--- src/rtl/boot_stream_loader_if.sv ---
// Word-stream handshake plus instruction-memory boot port of the boot loader.
// The loader is the slave of the stream and drives the boot port.
interface boot_stream_loader_if #(
    parameter int DATA_W = 32,
    parameter int ADDR_W = 8
);
    logic              in_valid;
    logic [DATA_W-1:0] in_data;
    logic              in_ready;
    logic              boot_up;
    logic              boot_web;
    logic [ADDR_W-1:0] boot_addr;
    logic [DATA_W-1:0] boot_datai;

    modport master (
        output in_valid, in_data,
        input  in_ready, boot_up, boot_web, boot_addr, boot_datai
    );

    modport slave (
        input  in_valid, in_data,
        output in_ready, boot_up, boot_web, boot_addr, boot_datai
    );
endinterface

--- src/rtl/boot_stream_loader.sv ---
// Streams a programmed number of words into instruction memory, keeps a checksum,
// and holds the CPU in reset until the image has drained and optionally verified.
module boot_stream_loader #(
    parameter int DATA_W   = 32,
    parameter int ADDR_W   = 8,
    parameter int DEPTH    = 256,
    parameter int HOLD_CYC = 2
) (
    input  logic                clk,
    input  logic                rst_n,
    input  logic                start,
    input  logic                abort,
    input  logic [ADDR_W-1:0]   base_addr,
    input  logic [ADDR_W:0]     length,
    input  logic                chk_en,
    input  logic [DATA_W-1:0]   exp_sum,
    boot_stream_loader_if.slave bus,
    output logic                cpu_rst_n,
    output logic                busy,
    output logic                done,
    output logic                err,
    output logic [DATA_W-1:0]   sum_out
);

    typedef enum logic [2:0] {IDLE, LOAD, DRAIN, CHECK, RUN, ERROR} state_t;

    localparam logic [ADDR_W:0] DEPTH_L   = (ADDR_W+1)'(DEPTH);
    localparam logic [3:0]      HOLD_LAST = 4'(HOLD_CYC - 1);

    state_t            state_q, state_d;
    logic [ADDR_W-1:0] base_q, base_d;
    logic [ADDR_W:0]   len_q, len_d;
    logic [ADDR_W:0]   count_q, count_d;
    logic [3:0]        hold_q, hold_d;
    logic              chk_en_q, chk_en_d;
    logic [DATA_W-1:0] sum_q, sum_d;
    logic              boot_up_q, boot_up_d;
    logic              boot_web_q, boot_web_d;
    logic [ADDR_W-1:0] boot_addr_q, boot_addr_d;
    logic [DATA_W-1:0] boot_datai_q, boot_datai_d;
    logic              cpu_rst_n_q, cpu_rst_n_d;
    logic              busy_q, busy_d;
    logic              done_q, done_d;
    logic              err_q, err_d;
    logic              xfer;
    logic              launch;

    always_comb begin
        state_d      = state_q;
        base_d       = base_q;
        len_d        = len_q;
        count_d      = count_q;
        hold_d       = hold_q;
        chk_en_d     = chk_en_q;
        sum_d        = sum_q;
        boot_web_d   = 1'b1;
        boot_addr_d  = boot_addr_q;
        boot_datai_d = boot_datai_q;

        xfer   = bus.in_valid && (state_q == LOAD);
        launch = start && (state_q inside {IDLE, RUN, ERROR});

        // start only takes effect where abort has no meaning, so it wins there
        if (launch) begin
            base_d   = base_addr;
            len_d    = length;
            chk_en_d = chk_en;
            sum_d    = '0;
            count_d  = '0;
            hold_d   = '0;
            if (length > DEPTH_L)
                state_d = ERROR;
            else if (length == '0)
                state_d = DRAIN;
            else
                state_d = LOAD;
        end else begin
            case (state_q)
                LOAD: begin
                    if (abort) begin
                        state_d = IDLE;
                    end else if (xfer) begin
                        boot_web_d   = 1'b0;
                        boot_addr_d  = base_q + count_q[ADDR_W-1:0];
                        boot_datai_d = bus.in_data;
                        sum_d        = sum_q + bus.in_data;
                        count_d      = count_q + 1'b1;
                        if (count_q == len_q - 1'b1) begin
                            state_d = DRAIN;
                            hold_d  = '0;
                        end
                    end
                end
                DRAIN: begin
                    if (abort)
                        state_d = IDLE;
                    else if (hold_q == HOLD_LAST)
                        state_d = CHECK;
                    else
                        hold_d = hold_q + 1'b1;
                end
                CHECK: begin
                    if (chk_en_q && (sum_q != exp_sum))
                        state_d = ERROR;
                    else
                        state_d = RUN;
                end
                default: ;
            endcase
        end

        // status outputs are registered copies of the state being entered
        busy_d      = state_d inside {LOAD, DRAIN, CHECK};
        boot_up_d   = state_d inside {LOAD, DRAIN, CHECK};
        done_d      = (state_d == RUN);
        err_d       = (state_d == ERROR);
        cpu_rst_n_d = (state_d == RUN);
    end

    always_ff @(posedge clk or negedge rst_n) begin
        if (!rst_n) begin
            state_q      <= IDLE;
            base_q       <= '0;
            len_q        <= '0;
            count_q      <= '0;
            hold_q       <= '0;
            chk_en_q     <= 1'b0;
            sum_q        <= '0;
            boot_up_q    <= 1'b0;
            boot_web_q   <= 1'b1;
            boot_addr_q  <= '0;
            boot_datai_q <= '0;
            cpu_rst_n_q  <= 1'b0;
            busy_q       <= 1'b0;
            done_q       <= 1'b0;
            err_q        <= 1'b0;
        end else begin
            state_q      <= state_d;
            base_q       <= base_d;
            len_q        <= len_d;
            count_q      <= count_d;
            hold_q       <= hold_d;
            chk_en_q     <= chk_en_d;
            sum_q        <= sum_d;
            boot_up_q    <= boot_up_d;
            boot_web_q   <= boot_web_d;
            boot_addr_q  <= boot_addr_d;
            boot_datai_q <= boot_datai_d;
            cpu_rst_n_q  <= cpu_rst_n_d;
            busy_q       <= busy_d;
            done_q       <= done_d;
            err_q        <= err_d;
        end
    end

    assign bus.in_ready   = (state_q == LOAD);
    assign bus.boot_up    = boot_up_q;
    assign bus.boot_web   = boot_web_q;
    assign bus.boot_addr  = boot_addr_q;
    assign bus.boot_datai = boot_datai_q;
    assign cpu_rst_n      = cpu_rst_n_q;
    assign busy           = busy_q;
    assign done           = done_q;
    assign err            = err_q;
    assign sum_out        = sum_q;

endmodule

--- src/flat_wrapper.sv ---
// flat-port wrapper written by rule: the top's interface ports become plain ports
module boot_stream_loader_flat 
#(
    parameter int DATA_W   = 32,
    parameter int ADDR_W   = 8,
    parameter int DEPTH    = 256,
    parameter int HOLD_CYC = 2
)
  (clk, rst_n, start, abort, base_addr, length, chk_en, exp_sum, cpu_rst_n, busy, done, err, sum_out, bus_in_valid, bus_in_data, bus_in_ready, bus_boot_up, bus_boot_web, bus_boot_addr, bus_boot_datai);
  boot_stream_loader_if #(.DATA_W(DATA_W), .ADDR_W(ADDR_W)) bus_i ();
  input  logic clk;
  input  logic rst_n;
  input  logic start;
  input  logic abort;
  input  logic [ADDR_W-1:0] base_addr;
  input  logic [ADDR_W:0] length;
  input  logic chk_en;
  input  logic [DATA_W-1:0] exp_sum;
  output logic cpu_rst_n;
  output logic busy;
  output logic done;
  output logic err;
  output logic [DATA_W-1:0] sum_out;
  input wire logic [$bits(bus_i.in_valid)-1:0] bus_in_valid;
  input wire logic [$bits(bus_i.in_data)-1:0] bus_in_data;
  output wire logic [$bits(bus_i.in_ready)-1:0] bus_in_ready;
  output wire logic [$bits(bus_i.boot_up)-1:0] bus_boot_up;
  output wire logic [$bits(bus_i.boot_web)-1:0] bus_boot_web;
  output wire logic [$bits(bus_i.boot_addr)-1:0] bus_boot_addr;
  output wire logic [$bits(bus_i.boot_datai)-1:0] bus_boot_datai;
  assign bus_i.in_valid = bus_in_valid;
  assign bus_i.in_data = bus_in_data;
  assign bus_in_ready = bus_i.in_ready;
  assign bus_boot_up = bus_i.boot_up;
  assign bus_boot_web = bus_i.boot_web;
  assign bus_boot_addr = bus_i.boot_addr;
  assign bus_boot_datai = bus_i.boot_datai;
  boot_stream_loader #(.DATA_W(DATA_W), .ADDR_W(ADDR_W), .DEPTH(DEPTH), .HOLD_CYC(HOLD_CYC)) u_core (.clk(clk), .rst_n(rst_n), .start(start), .abort(abort), .base_addr(base_addr), .length(length), .chk_en(chk_en), .exp_sum(exp_sum), .bus(bus_i), .cpu_rst_n(cpu_rst_n), .busy(busy), .done(done), .err(err), .sum_out(sum_out));
endmodule
--- config.mk ---
export PLATFORM = sky130hd
export DESIGN_NAME = boot_stream_loader_flat
export DESIGN_NICKNAME = d
export VERILOG_FILES = /design/src/rtl/boot_stream_loader_if.sv /design/src/rtl/boot_stream_loader.sv /design/src/flat_wrapper.sv
export SDC_FILE = /design/constraint.sdc
export NUM_CORES = 1
export LEC_CHECK = 0
export CAP_MARGIN = 40
export CORE_MARGIN = 8
export CORE_UTILIZATION = 51
export DETAILED_ROUTE_END_ITERATION = 10
export GPL_ROUTABILITY_DRIVEN = 0
export PLACE_DENSITY = 0.82
export SKIP_LAST_GASP = 1
export SYNTH_ARGS = -nofsm -noshare
export SYNTH_HDL_FRONTEND = slang
export SYNTH_SLANG_ARGS = --single-unit
--- constraint.sdc ---
create_clock -name clk -period 3.1 [get_ports clk]
set_input_delay 0.62 -clock clk [delete_from_list [all_inputs] [get_ports clk]]
set_output_delay 0.62 -clock clk [all_outputs]
set_load 0.05 [all_outputs]
* Word level (Yosys, flattened, before mapping)
Index checks and enable logic that the tools add are counted.
Operators by class: $add $sub $neg 5, $lt $le $gt $ge 1, equal/unequal tests 19, multiplexer cells 29, bitwise logic cells 2, reductions and logical operators 13
Operators with widths (count):
- 2-to-1 mux 32 bit | 4
- 2-to-1 mux 9 bit | 4
- adder 32 bit | 1
- != test 32 bit | 1
- 2-to-1 mux 4 bit | 6
- 2-to-1 mux 3 bit | 7
- equality test 3 x 2 -> 1 bit (second input constant) | 4
- equality test 3 bit (second input constant) | 4
- adder 9 x 1 -> 9 bit (second input constant) | 1
- equality test 9 bit | 1
- greater-than comparator 9 bit (second input constant) | 1
- logical NOT 9 bit | 1
- != test 3 x 2 -> 1 bit (second input constant) | 3
- one-hot mux 3 bit (3 select lines) | 1
- nonzero test 3 bit | 3
- subtractor 9 x 1 -> 9 bit (second input constant) | 1
- adder 8 bit | 1
- one-hot mux 4 bit (2 select lines) | 1
- equality test 3 x 1 -> 1 bit (second input constant) | 2
- != test 3 x 1 -> 1 bit (second input constant) | 2
- AND reduction 6 bit | 1
- 2-to-1 mux 1 bit | 5
- adder 4 x 1 -> 4 bit (second input constant) | 1
- equality test 4 x 1 -> 1 bit (second input constant) | 1
- other kinds (8) | 12
Storage, ports and cells: register bits after elaboration 110, input port bits 87, output and inout port bits 79, logic and storage cells 82

* Longest topological paths before layout
depth in word-level cells 9, depth in mapped cells 13

* Least setup slack after synthesis
OpenSTA, ideal clock, no wires.
kind reg-to-reg, from reg u_core.sum_q[0] (netlist: u_core.sum_out[0]), to reg u_core.sum_q[30] (netlist: u_core.sum_out[30]), setup time 0.126 ns, arrival time 2.903 ns, data required time 2.974 ns, setup slack 0.071 ns, cell stages (with the launch flop) 13, path buffers 0, cells stage by stage dfrtp_1 -> ha_1 -> inv_1 -> fa_1 -> nor2b_1 -> o211ai_1 -> a211oi_1 -> o211ai_1 -> a21oi_1 -> o31a_1 -> o41ai_2 -> mux2i_1 -> a311o_1
On the way: word-level cells in the longest chain between the ends 5
RTL lines:
- start, declared | RTL line boot_stream_loader.sv:36 | logic [DATA_W-1:0] sum_q, sum_d;
- start signal, assigned | RTL line boot_stream_loader.sv:144 | sum_q <= sum_d;
- adder 32 bit | RTL line boot_stream_loader.sv:86 | sum_d = sum_q + bus.in_data;
- 2-to-1 mux 32 bit | RTL line boot_stream_loader.sv:82 | end else if (xfer) begin
- 2-to-1 mux 32 bit | RTL line boot_stream_loader.sv:80 | if (abort) begin
- 2-to-1 mux 32 bit | RTL line boot_stream_loader.sv:78 | case (state_q)
- 2-to-1 mux 32 bit | RTL line boot_stream_loader.sv:64 | if (launch) begin
Every way passes these cells. The select of a mux whose other input is x is not followed. A chain may end at the register's enable or synchronous reset.

* Final worst setup path
from in bus_in_data[5], to reg u_core.sum_q[31] (netlist: u_core.sum_out[31])
On the way: word-level cells in the longest chain between the ends 5
RTL lines:
- start, declared | RTL line flat_wrapper.sv:25 | input wire logic [$bits(bus_i.in_data)-1:0] bus_in_data;
- adder 32 bit | RTL line boot_stream_loader.sv:86
- 2-to-1 mux 32 bit | RTL line boot_stream_loader.sv:82
- 2-to-1 mux 32 bit | RTL line boot_stream_loader.sv:80
- 2-to-1 mux 32 bit | RTL line boot_stream_loader.sv:78
- 2-to-1 mux 32 bit | RTL line boot_stream_loader.sv:64
Every way passes these cells. The select of a mux whose other input is x is not followed.

==> flow_summary.toml <==
[floorplan]
ios = 166
initial_core_util = 0.522
num_rows = 42
die_x_um = 132
coreArea_sq_um = 13200
die_h_um = 132
die_area_sq_um = 17500

[sta]
drv_slew = 0
hold_viol_final = 0
fin_ws_ns = -0.0215
fin_crit_sh = 1.01
rsz0062_at_grt = "yes"
fin_setup_tns_ns = -0.0215
setup-violations-final = 1
worst_pin_slew_ns = 0.622
timing.hold.ws_ns = 0.254
layout_min_cycle_time_ns = 3.12
clock.fmax_mhz = 320
skew_ns = 0.0134
slew_headroom = 0.584

[synthesis]
avgSynthCellArea_sq_um = 8.56
ys_types = 63
syn_nets = 938
yosys_warnings = 0
netlist_area_sq_um = 6910
seq_area_frac_synth = 0.399
synth-edff-count = 0
syn_inst = 807
synth-async-reset-ratio = 1.00
synth_seq_cells = 110
synthFlopType = "dfrtp_1"

[layout]
syn_to_final_growth_pct = 42.7
nets = 1174
stdcell_area_sq_um = 9860
drive_gt1_frac = 0.144
final_common_cell = "nand2_1"
fill_cells = 953
final_cell_mix = "nand2_1, clkdlybuf4s50_1, dfrtp_1"

[critical_path]
worstPathArrival_ns = 3.34
path_cells = "clkdlybuf4s50_1 -> ha_2 -> o21ai_1 -> buf_4 -> a21oi_2 -> a41oi_2 -> o31ai_2 -> o31a_1 -> a41oi_4 -> mux2i_1 -> a22oi_1"
slowest_stage = "clkdlybuf4s50_1"
crit_path_end_kind = "flip-flop"
critical_path.max_stage_delay_ns = 0.58
worstSetupStartpointType = "primary input"
required_ns = 3.32
regToRegSetupSlack_ns = 0.22
crit_fanout = 3
crit_type = "in -> reg"

[hold_path]
hp-class = "in -> async"

[placed_design]
place_area_sq_um = 9310
pre_cts_ws_ns = -0.611
dp_hpwl_um = 16000
portBuffers = 165

[clock_network]
cts_tree = "yes"
cts_root_buffer = "clkbuf_16"
ctsHoldBuffers = 0
insertion_delay_ns = 0.36
clk_path_buf_depth = 2
cts_buffers = 9
cts_max_level = 3
clkTransAtPathRegs_ns = 0.07
cts.sinks = 110

[drt]
drt_iter0_drc = 514
post_drt_wl_per_cell_um = 17.8
ant_nets = 0
drc = 0
routed_wl_um = 21800
viasPerCell = 5.60
drtPass1Iterations = 6
via_count = 6868

[power]
switching_share = 0.463
power.density_nw_per_um2 = 837
p_switching_uw = 3820
max-vdd-ir-drop_v = 0.000643
p_total_uw = 8250
combPwrFrac = 0.557
p_leak_uw = 0.00459
power.internal_uw = 4430
power_frac_clock = 0.154
p_seq_frac = 0.289

[status]
violations = "setup timing"
status = "finished with violations"

[global_routing]
antenna_found_initial = 2
grt_usage = 0.243
grt_max_degree = 56
grt_pass1_vias = 6899
grt_first_pass_wirelength_um = 35100
grt_overflow = 0

[run]
cap_violations = 0
## power by group through the flow
stage | sequential [uW] | combinational, uW | clock, uW
after global placement | 2360 | 4350 | 0
after detailed placement | 2390 | 4470 | 0
after CTS | 2380 | 4530 | 1280
after floorplan | 3530 | 1650 | 0
final | 2380 | 4600 | 1270
after global routing | 2440 | 4940 | 1340
## routing by layer
| layer | vias to the layer above | track usage | wire (um) |
|---|---|---|---|
| li1 | 3273 | - | - |
| met1 | 3293 | 0.302 | 9320 |
| met5 | - | 0 | 0 |
| met2 | 256 | 0.404 | 10400 |
| met3 | 46 | 0.0495 | 1300 |
| met4 | 0 | 0.0965 | 734 |
## flip-flops by register name, summed over array words and instances (netlist names)
register,count
u_core.chk_en_q,1
u_core.bus.boot_datai,32
u_core.len_q,9
u_core.base_q,8
u_core.err,1
u_core.bus.boot_addr,8
u_core.sum_out,32
u_core.bus.boot_up,1
u_core.cpu_rst_n,1
u_core.hold_q,4
u_core.state_q,3
u_core.bus.boot_web,1
u_core.count_q,9
## layout make-up
cell class / instances / area [sq um] / area share
sequential: 110 / 2750 / 0.279
multi-input combinational: 636 / 4050 / 0.411
inverter: 28 / 106 / 0.0108
timing repair buffer: 258 / 2400 / 0.244
clock buffer: 13 / 250 / 0.0254
tap: 176 / 220 / 0.0223
clock inverter: 3 / 68.8 / 0.00698
antenna: 2 / 5.00 / 0.000508
## cells in the mapped netlist, drive strengths merged, types with 5 or more instances
cell type	n	area [sq um]
or3	7	43.8
nand2	185	694
a21oi	41	209
a21o	14	108
a211oi	5	42.5
nand3	43	215
ha	42	526
o21a	10	75.1
nand4	16	100
xnor2	53	464
inv	28	105
a31oi	5	31.3
nand2b	7	43.8
o21ai	71	359
o31ai	11	87.6
nor3	11	55.1
clkbuf	20	75.1
dfrtp	109	2730
nor4	7	50.1
xor2	20	175
nor2	30	113
buf	13	71.3
nor2b	5	31.3
and3	8	50.1
## kinds of logic (layout without fill, tap and decap cells)
| family | after synthesis | count (layout) | synth area share |
|---|---|---|---|
| fa+ha+maj | 44 | 44 | 0.0818 |
| simple gates | 330 | 330 | 0.214 |
| flops | 110 | 110 | 0.399 |
| compound gates | 186 | 186 | 0.172 |
| mux | 3 | 3 | 0.00435 |
| buf+inv | 61 | 302 | 0.0364 |
| xor+xnor | 73 | 73 | 0.0925 |
| other cells | 0 | 2 | 0 |
## timing repair
action                                  in CTS  in global routing
gates resized for setup                     11                 23
endpoints found under the setup margin       6                 12
pin swaps                                   13                 22
buffers inserted                             7                  4
## critical path: cells and delay by family
kind                       cells  cell delay (ns)
AOI/OAI and AO/OA              7             1.38
adders and majority gates      1             0.33
buffers and inverters          2             0.77
muxes                          1             0.24
## worst paths after layout
check / to / start / depth (start not counted)
max in group asynchronous: u_core.sum_out[0] / rst_n / 2
worst min register to register: u_core.bus.boot_datai[20] / u_core.bus.boot_datai[20] / 2
worst max-delay path: u_core.sum_out[31] / bus_in_data[5] / 11
min in group clk: u_core.bus.boot_datai[20] / u_core.bus.boot_datai[20] / 2
worst max register to register: u_core.err / u_core.len_q[1] / 12
worst min-delay path: u_core.bus.boot_datai[3] / rst_n / 1
## metrics by stage
stage,std cells,util
final,1226,0.745
after global routing,1226,0.745
after CTS,1220,0.734
after detailed placement,1197,0.703
after global placement,1196,0.701
after floorplan,807,-
No activity file was read; power rests on OpenSTA's default activity.
